`config.mk`:
```
export PLATFORM = sky130hd
export DESIGN_NAME = ahb_qos_arbiter
export DESIGN_NICKNAME = d
export VERILOG_FILES = /design/src/rtl/ahb_arb_pkg.sv /design/src/rtl/ahb_rr_pick.sv /design/src/rtl/ahb_qos_arbiter.sv
export SDC_FILE = /design/constraint.sdc
export NUM_CORES = 1
export LEC_CHECK = 0
export ABC_AREA = 1
export BUFFER_PORTS_ARGS = -buffer_cell sky130_fd_sc_hd__buf_2
export CORE_ASPECT_RATIO = 0.6
export CORE_UTILIZATION = 64
export DETAILED_ROUTE_END_ITERATION = 12
export GPL_ROUTABILITY_DRIVEN = 0
export PLACE_DENSITY = 0.93
export SETUP_SLACK_MARGIN = 0.02
export SYNTH_ARGS = -nofsm -noshare
export SYNTH_HDL_FRONTEND = slang
export SYNTH_SLANG_ARGS = --single-unit
```
`constraint.sdc`:
```
create_clock -name clk -period 12 [get_ports clk]
set_input_delay 1.2 -clock clk [delete_from_list [all_inputs] [get_ports clk]]
set_output_delay 1.2 -clock clk [all_outputs]
set_load 0.005 [all_outputs]
```
`src/rtl/ahb_arb_pkg.sv`:
```
// Shared constants for the AHB QoS master arbiter: HTRANS codes, priority
// classes and the arbiter state encoding.
package ahb_arb_pkg;

  localparam logic [1:0] HTRANS_IDLE   = 2'b00;
  localparam logic [1:0] HTRANS_BUSY   = 2'b01;
  localparam logic [1:0] HTRANS_NONSEQ = 2'b10;
  localparam logic [1:0] HTRANS_SEQ    = 2'b11;

  localparam logic [1:0] PRIO_CPU = 2'd3;
  localparam logic [1:0] PRIO_CIM = 2'd2;
  localparam logic [1:0] PRIO_NET = 2'd1;
  localparam logic [1:0] PRIO_DMA = 2'd0;

  localparam logic [0:0] ARB_IDLE  = 1'b0;
  localparam logic [0:0] ARB_OWNED = 1'b1;

  // BUSY and SEQ keep the bus with the current burst owner.
  function automatic logic htrans_allows_ap(input logic [1:0] htrans);
    case (htrans)
      HTRANS_IDLE, HTRANS_NONSEQ: return 1'b1;
      HTRANS_BUSY, HTRANS_SEQ:    return 1'b0;
      default:                    return 1'b0;
    endcase
  endfunction

endpackage

```
`src/rtl/ahb_rr_pick.sv`:
```
// Combinational round-robin picker: first set bit of mask_i at or after
// start_i, wrapping modulo N.
module ahb_rr_pick #(
  parameter int unsigned N     = 4,
  parameter int unsigned IDX_W = $clog2(N)
) (
  input  logic [N-1:0]     mask_i,
  input  logic [IDX_W-1:0] start_i,
  output logic [IDX_W-1:0] idx_o,
  output logic             found_o
);

  always_comb begin
    int unsigned pos;
    pos     = 0;
    idx_o   = start_i;
    found_o = 1'b0;
    for (int unsigned off = 0; off < N; off++) begin
      pos = 32'(start_i) + off;
      if (pos >= N) pos = pos - N;
      if (!found_o && mask_i[pos[IDX_W-1:0]]) begin
        idx_o   = pos[IDX_W-1:0];
        found_o = 1'b1;
      end
    end
  end

endmodule

```
`src/rtl/ahb_qos_arbiter.sv`:
```
// Registered QoS master arbiter for the shared AHB slave bus: static priority
// with an aging boost, round-robin tie-break, grant held through bursts.
module ahb_qos_arbiter
  import ahb_arb_pkg::*;
#(
  parameter int unsigned NUM_MASTERS = 4,
  parameter int unsigned PRIO_WIDTH  = 2,
  parameter int unsigned AGE_LIMIT   = 15,
  parameter int unsigned IDX_W       = $clog2(NUM_MASTERS)
) (
  input  logic                             clk,
  input  logic                             rst,
  input  logic [NUM_MASTERS-1:0]           req,
  input  logic [NUM_MASTERS*PRIO_WIDTH-1:0] master_priority,
  input  logic [1:0]                       htrans_owner,
  input  logic                             hready,
  output logic [NUM_MASTERS-1:0]           grant,
  output logic                             grant_valid,
  output logic [IDX_W-1:0]                 winner,
  output logic                             boosted
);

  localparam int unsigned AGE_W = $clog2(AGE_LIMIT + 1);
  localparam int unsigned EFF_W = PRIO_WIDTH + 1;

  logic [0:0]             state_q, state_d;
  logic [NUM_MASTERS-1:0] grant_q, grant_d;
  logic [IDX_W-1:0]       winner_q, winner_d;
  logic [IDX_W-1:0]       last_q, last_d;
  logic                   boosted_q, boosted_d;
  logic [AGE_W-1:0]       age_q [NUM_MASTERS];
  logic [AGE_W-1:0]       age_d [NUM_MASTERS];

  logic [NUM_MASTERS-1:0] boost;
  logic [NUM_MASTERS-1:0] top_mask;
  logic [EFF_W-1:0]       eff [NUM_MASTERS];
  logic [EFF_W-1:0]       max_eff;
  logic [IDX_W-1:0]       start_ptr;
  logic [IDX_W-1:0]       pick_idx;
  logic                   pick_found;
  logic                   ap;

  assign ap = hready && ((state_q == ARB_IDLE) || htrans_allows_ap(htrans_owner));

  assign start_ptr = (last_q == IDX_W'(NUM_MASTERS - 1)) ? '0 : last_q + IDX_W'(1);

  // Boost sits above the static priority so any aged requester outranks all others.
  always_comb begin
    max_eff = '0;
    for (int unsigned i = 0; i < NUM_MASTERS; i++) begin
      boost[i] = (age_q[i] == AGE_W'(AGE_LIMIT));
      eff[i]   = {boost[i], master_priority[i*PRIO_WIDTH +: PRIO_WIDTH]};
      if (req[i] && (eff[i] > max_eff)) max_eff = eff[i];
    end
    for (int unsigned i = 0; i < NUM_MASTERS; i++) begin
      top_mask[i] = req[i] && (eff[i] == max_eff);
    end
  end

  ahb_rr_pick #(
    .N     (NUM_MASTERS),
    .IDX_W (IDX_W)
  ) u_pick (
    .mask_i  (top_mask),
    .start_i (start_ptr),
    .idx_o   (pick_idx),
    .found_o (pick_found)
  );

  always_comb begin
    state_d   = state_q;
    grant_d   = grant_q;
    winner_d  = winner_q;
    last_d    = last_q;
    boosted_d = 1'b0;
    if (ap) begin
      if (pick_found) begin
        state_d           = ARB_OWNED;
        grant_d           = '0;
        grant_d[pick_idx] = 1'b1;
        winner_d          = pick_idx;
        last_d            = pick_idx;
        boosted_d         = boost[pick_idx];
      end else begin
        state_d = ARB_IDLE;
        grant_d = '0;
      end
    end
  end

  // The master winning on this edge clears too, so a saturated age cannot re-win next turn.
  always_comb begin
    for (int unsigned i = 0; i < NUM_MASTERS; i++) begin
      age_d[i] = '0;
      if (req[i] && !grant_q[i]) begin
        age_d[i] = (age_q[i] == AGE_W'(AGE_LIMIT)) ? age_q[i] : age_q[i] + AGE_W'(1);
      end
      if (ap && pick_found && (pick_idx == IDX_W'(i))) age_d[i] = '0;
    end
  end

  always_ff @(posedge clk) begin
    if (rst) begin
      state_q   <= ARB_IDLE;
      grant_q   <= '0;
      winner_q  <= '0;
      last_q    <= IDX_W'(NUM_MASTERS - 1);
      boosted_q <= 1'b0;
      for (int unsigned i = 0; i < NUM_MASTERS; i++) age_q[i] <= '0;
    end else begin
      state_q   <= state_d;
      grant_q   <= grant_d;
      winner_q  <= winner_d;
      last_q    <= last_d;
      boosted_q <= boosted_d;
      for (int unsigned i = 0; i < NUM_MASTERS; i++) age_q[i] <= age_d[i];
    end
  end

  assign grant       = grant_q;
  assign grant_valid = (state_q == ARB_OWNED);
  assign winner      = winner_q;
  assign boosted     = boosted_q;

endmodule

```
# ---- Yosys cells after proc, flatten, opt, wreduce, memory -nomap -nowiden
# Memory sizes are Yosys's and may differ from the RTL's.
# Cells that the tools add are included.
dict set report classes {
  n_addsub 12
  magnitude_cmp 14
  eq_ne 15
  n_mux 51
  bitwise_logic 7
  n_reduce_logical 36
}
# op n
set ops {}
lappend ops {{4-bit two-way mux} 17}
lappend ops {{1-bit logical AND} 22}
lappend ops {{2-bit two-way mux} 9}
lappend ops {{4-bit by 1-bit adder with 4-bit output, second input constant} 4}
lappend ops {{4-bit == test, second input constant} 4}
lappend ops {{2-bit by 3-bit less-than comparator with 1-bit output, second input constant} 5}
lappend ops {{1-bit two-way mux} 14}
lappend ops {{3-bit == test} 4}
lappend ops {{3-bit two-way mux} 4}
lappend ops {{1-bit binary-select mux with 2-bit select} 5}
lappend ops {{2-bit == test, second input constant} 5}
lappend ops {{3-bit >= comparator, second input constant} 3}
lappend ops {{3-bit > comparator} 3}
lappend ops {{2-bit by 1-bit subtractor with 2-bit output, second input constant} 4}
lappend ops {{1-bit logical NOT} 7}
lappend ops {{2-bit by 2-bit adder with 3-bit output, second input constant} 2}
lappend ops {{2-bit by 1-bit == test with 1-bit output, second input constant} 2}
lappend ops {{2-bit logical NOT} 2}
lappend ops {{1-bit bitwise OR} 4}
lappend ops {{2-bit OR reduction} 2}
lappend ops {{2-bit by 1-bit adder with 3-bit output, second input constant} 1}
lappend ops {{2-bit by 3-bit >= comparator with 1-bit output, second input constant} 1}
lappend ops {{3-bit by 1-bit > comparator with 1-bit output, second input constant} 1}
lappend ops {{1-bit NOT} 3}
lappend ops {{other kinds (7)} 7}
dict set report word_totals {
  regBits 10
  mem_bits_rw 16
  input_bits 17
  word_cells 141
  mem_count 1
}
# memory words word_bits read_ports rd_clocked_by_memory_dff write_ports line
set mem_list {}
lappend mem_list {age_q 4 4 4 0 4 ahb_qos_arbiter.sv:31} ;# logic [AGE_W-1:0] age_q [NUM_MASTERS];

# ---- Longest topological paths before layout
# An unclocked memory read counts as a cell.
dict set report depth {
  depth_word 33
  depth_mapped 43
  mapped_depth_nobuf 43
}

# ---- Cells and area by module
# A second synthesis with hierarchy kept.
dict set report unflattened {
  hier_cells 329
  hier_area_um2 2094.5
}
# mod n_inst cells_per_inst area_per_inst_um2 seq_area_each_um2
set by_module_without_submodules {}
lappend by_module_without_submodules {ahb_qos_arbiter 1 265 1795.5 520.5}
lappend by_module_without_submodules {ahb_rr_pick 1 64 299.0 0.0}

# ---- Least setup slack after synthesis
# Ideal clock, no wire load.
dict set report synth_path {
  kind {input to register}
  start {input port req[0]}
  end {memory age_q[1][2] (netlist bit)}
  setup_time_ns 0.119
  arrival_ns 5.157
  t_required_ns 11.881
  setup_slack_ns 6.725
  cell_stages 36
  path_buffers 1
  cell_sequence {inv_1 -> nor2_2 -> inv_1 -> ha_1 -> nand3_1 -> nand2_1 -> inv_1 -> nand2_2 -> nand2_1 -> nand2_1 -> ha_1 -> a21oi_1 -> o21ai_4 -> nand2_4 -> nand3_2 -> nand2_1 -> ha_1 -> a21oi_1 -> o21ai_1 -> nand2_1 -> buf_2 -> nand3_1 -> nand3_1 -> nand2_1 -> nor2_1 -> nand3_1 -> nand2_1 -> nand2_1 -> nand2_2 -> nand4_2 -> nand2_2 -> nand2_4 -> nor2_8 -> nand2_4 -> nand2_4 -> nor2_2}
}
# element line
set synth_rtl {}
lappend synth_rtl {{from (decl)} ahb_qos_arbiter.sv:13} ;# input logic [NUM_MASTERS-1:0] req,
lappend synth_rtl {{to (decl)} ahb_qos_arbiter.sv:31}

==> impl_metrics.csv <==
group,metric,value,unit
run_status,run_status,"complete, no violations",
sta,slew_viol_final,0,
place,placement.setup.worst_slack,5.79,ns
hold_path,min_path_type,"reg -> reg",
grt,grt_start_max_net_pins,16,
grt,grt_antenna_before_repair,0,
sta,rsz0062_at_grt,"no",
pwr,total_power_divided_by_cell_area,223,nW/um2
final_layout,final-instance-count-excl-fill,395,
synth,synth_enable_flop_cells,0,
synth,post_synth_most_frequent_cells,"nand2_1, nand3_1, dfxtp_1, nor2_1, inv_1",
synth,ys_types,32,
hold_path,hold_start,"winner[1]",
synth,yosys_register_bits,26,
floorplan,std_cell_rows,16,
setup_path,critical-path-slowest-cell,"or2_2",
clock_network,clock_path_buffers,2,
synth,postSynthCellCount,325,
grt,busiest_layer,"met2",
clock_network,ctsRootBufferMaster,"clkbuf_8",
setup_path,critPathMaxFanout,13,
place,post-dp-hpwl,4.18,mm
synth,synthDominantAreaCellType,"dfxtp_1",
final_layout,area.sequential,520,um2
floorplan,ios,25,
setup_path,crit_path_max_incr_delay,0.40,ns
clock_network,cts.hold.buffers_added,0,
synth,syn_nets,356,
routing,total_routed_wirelength,5.19,mm
synth,synth_top_flop_cell,"dfxtp_1",
grt,wire_length_of_the_first_global_routing_pass,8.35,mm
clock_network,clkSlewWorstSetupHoldPaths,0.09,ns
routing,viasPerCell,5.70,
sta,finalClockSkew,0.00255,ns
clock_network,worst_skew_pair.late_latency,0.27,ns
clock_network,cts.repair.resized,0,
final_layout,final_layout_size_suffix_gt1_frac,0.266,
sta,final_sum_of_negative_setup_slack,0,ns
job,drv.max_cap_violation_count,0,
setup_path,startpoint,"req[0]",
floorplan,die_width,78.9,um
grt,vias_in_the_first_global_route,1866,
clock_network,htree_levels,1,
floorplan,floorplan.die_area,3800,um2
clock_network,postCtsSetupBuffers,0,
synth,synthArstFlopShare,0,
sta,final.setup.worst_slack,6.00,ns
setup_path,critical_path.startpoint_type,"input port",
place,portBuffers,23,
sta,max_slew_margin,0.679,
sta,fraction_of_the_cycle_the_final_worst_path_needs,0.500,
synth,ys.warnings.count,0,
clock_network,tritoncts,"yes",
grt,globalRouteMet1Util,0.410,
synth,synth_top_area_share,0.229,
place,dp.cells,391,
setup_path,path_delay_family,"simple AND/OR/NAND/NOR gates",
final_layout,postLayoutCoreUtil,0.753,
grt,global_route_total_overflow,0,
setup_path,cp-end-kind,"flop",
synth,yosys.cell_count.top_type,"nand2_1",
grt,grt_usage,0.286,
routing,detail_route.first_pass.iterations,5,
routing,routedWlPerCell,13.1,um
setup_path,worst-path-buf-inv,5,
clock_network,clock_sinks,26,
routing,drt_drc_violations_left,0,
sta,hold_slack,0.464,ns
floorplan,floorplan.initialDensity,0.683,
setup_path,category_of_the_critical_setup_timing_path,"in -> reg",
setup_path,rr_startpoint,"age_q[0][0]",
final_layout,flow.area_growth_from_synthesis,10.3,%
final_layout,nNetsFinal,382,
grt,grt_met2_use,0.456,
synth,mean_instance_size_in_the_synthesized_netlist,6.98,um2
routing,detailroute.via_count,2250,
final_layout,diodes,0,
final_layout,fillerInstances,264,
setup_path,critPathMostFrequentCell,"nand2_1",
synth,syn_area,2270,um2
pwr,worst_ir_drop_vdd,0.000138,V
routing,initialDrtViolationCount,257,
sta,max_fclk,0.167,GHz
pwr,total_leakage_power,1.28,nW
sta,timing.final.hold_violations,0,
synth,part_of_the_yosys_area_used_for_sequential_elements,0.229,
synth,synth.top_cells.by_area,"dfxtp_1, nand3_1, nand2_1",
floorplan,die_height,48.1,um
sta,finalSetupViolCount,0,
setup_path,crit_arrival,6.17,ns
floorplan,placeableCoreArea,3320,um2
grt,groute.layer.met3.usage,0.0673,
sta,tightestPinTransition,0.479,ns
final_layout,total_area_of_multi_input_combinational_cells,1620,um2
clock_network,number_of_clock_buffers_inserted_by_tritoncts,3,
setup_path,crit_required,12.17,ns
routing,drt.antenna.violating_nets,0,
sta,timing.final.crit_period,6.00,ns
## cell type report
class                   count  share of cell area
clock inverters             1              0.0120
flip-flops and latches     26               0.208
repair buffers             23              0.0460
inverters                  31              0.0475
clock buffers               3              0.0165
well taps                  45              0.0225
multi-input cells         266               0.648
## where the power goes
| part | internal [W] | switching [W] | total, W | leakage [nW] |
|---|---|---|---|---|
| clock | 0.0000446 | 0.0000274 | 0.0000720 | 0.0357 |
| combinational | 0.000119 | 0.000251 | 0.000370 | 1.03 |
| sequential | 0.000104 | 0.0000132 | 0.000117 | 0.212 |
## state kept, by name, indices dropped and copies added (netlist names)
name	cells
last_q	2
grant	4
age_q	16
boosted	1
grant_valid	1
winner	2
## worst register-to-register path, delay by kind of cell (launching register included)
| kind | cells | cell delay [ns] |
|---|---|---|
| compound gates | 2 | 0.37 |
| fa+ha+maj | 4 | 1.13 |
| buf+inv | 3 | 0.28 |
| flops | 1 | 0.39 |
| simple gates | 30 | 3.37 |
## cell families (layout without fill, tap and decap cells)
logic type                 after synthesis  in the layout  share of synthesized area
AOI/OAI and AO/OA                       19             19                     0.0518
xor gates and xnor gates                 9              9                     0.0347
and+or+nand+nor                        220            220                      0.533
buffers and inverters                   33             58                     0.0562
muxes                                    4              4                     0.0176
DFF                                     26             26                      0.229
adders and majority gates               14             14                     0.0772
## metal layers
layer / vias up / wire [um]
li1: 1131 / -
met1: 1007 / 2460
met2: 102 / 2190
met3: 10 / 479
met4: 0 / 55
met5: - / 0
## metrics by stage
step | total power (W) | cell area [um2]
global placement | 0.000468 | 2430
global route | 0.000603 | 2500
CTS | 0.000557 | 2500
detailed placement | 0.000481 | 2430
finish | 0.000559 | 2500
floorplan | 0.000417 | 2270
## cell usage in the layout, fill, tap and decap left out
cell	count
nand3_4	1
xor2_1	6
inv_1	25
nor2_1	26
nor2_2	9
nand2_4	9
o21ai_4	1
nand4_1	5
ha_1	14
nor2_4	2
a21oi_2	3
nand3_1	57
or2_2	2
inv_2	5
a21oi_1	12
nor3b_1	3
mux2i_1	4
nand3_2	13
xnor2_1	3
nand2_1	72
nand4_2	2
nor2_8	1
nor3_2	1
o21ai_0	2
or2_4	1
nor3_1	1
dfxtp_1	26
o21ai_1	1
clkbuf_8	3
inv_4	1
nand2_2	15
bufinv_16	1
buf_2	23
## worst paths after layout
kind,end,slack (ns),cells after the start
max,age_q[3][1],6.00,39
max reg2reg,age_q[3][1],6.35,39
min reg2reg,winner[1],0.46,2
min,winner[1],0.46,2
No activity file was read; power rests on OpenSTA's default activity.
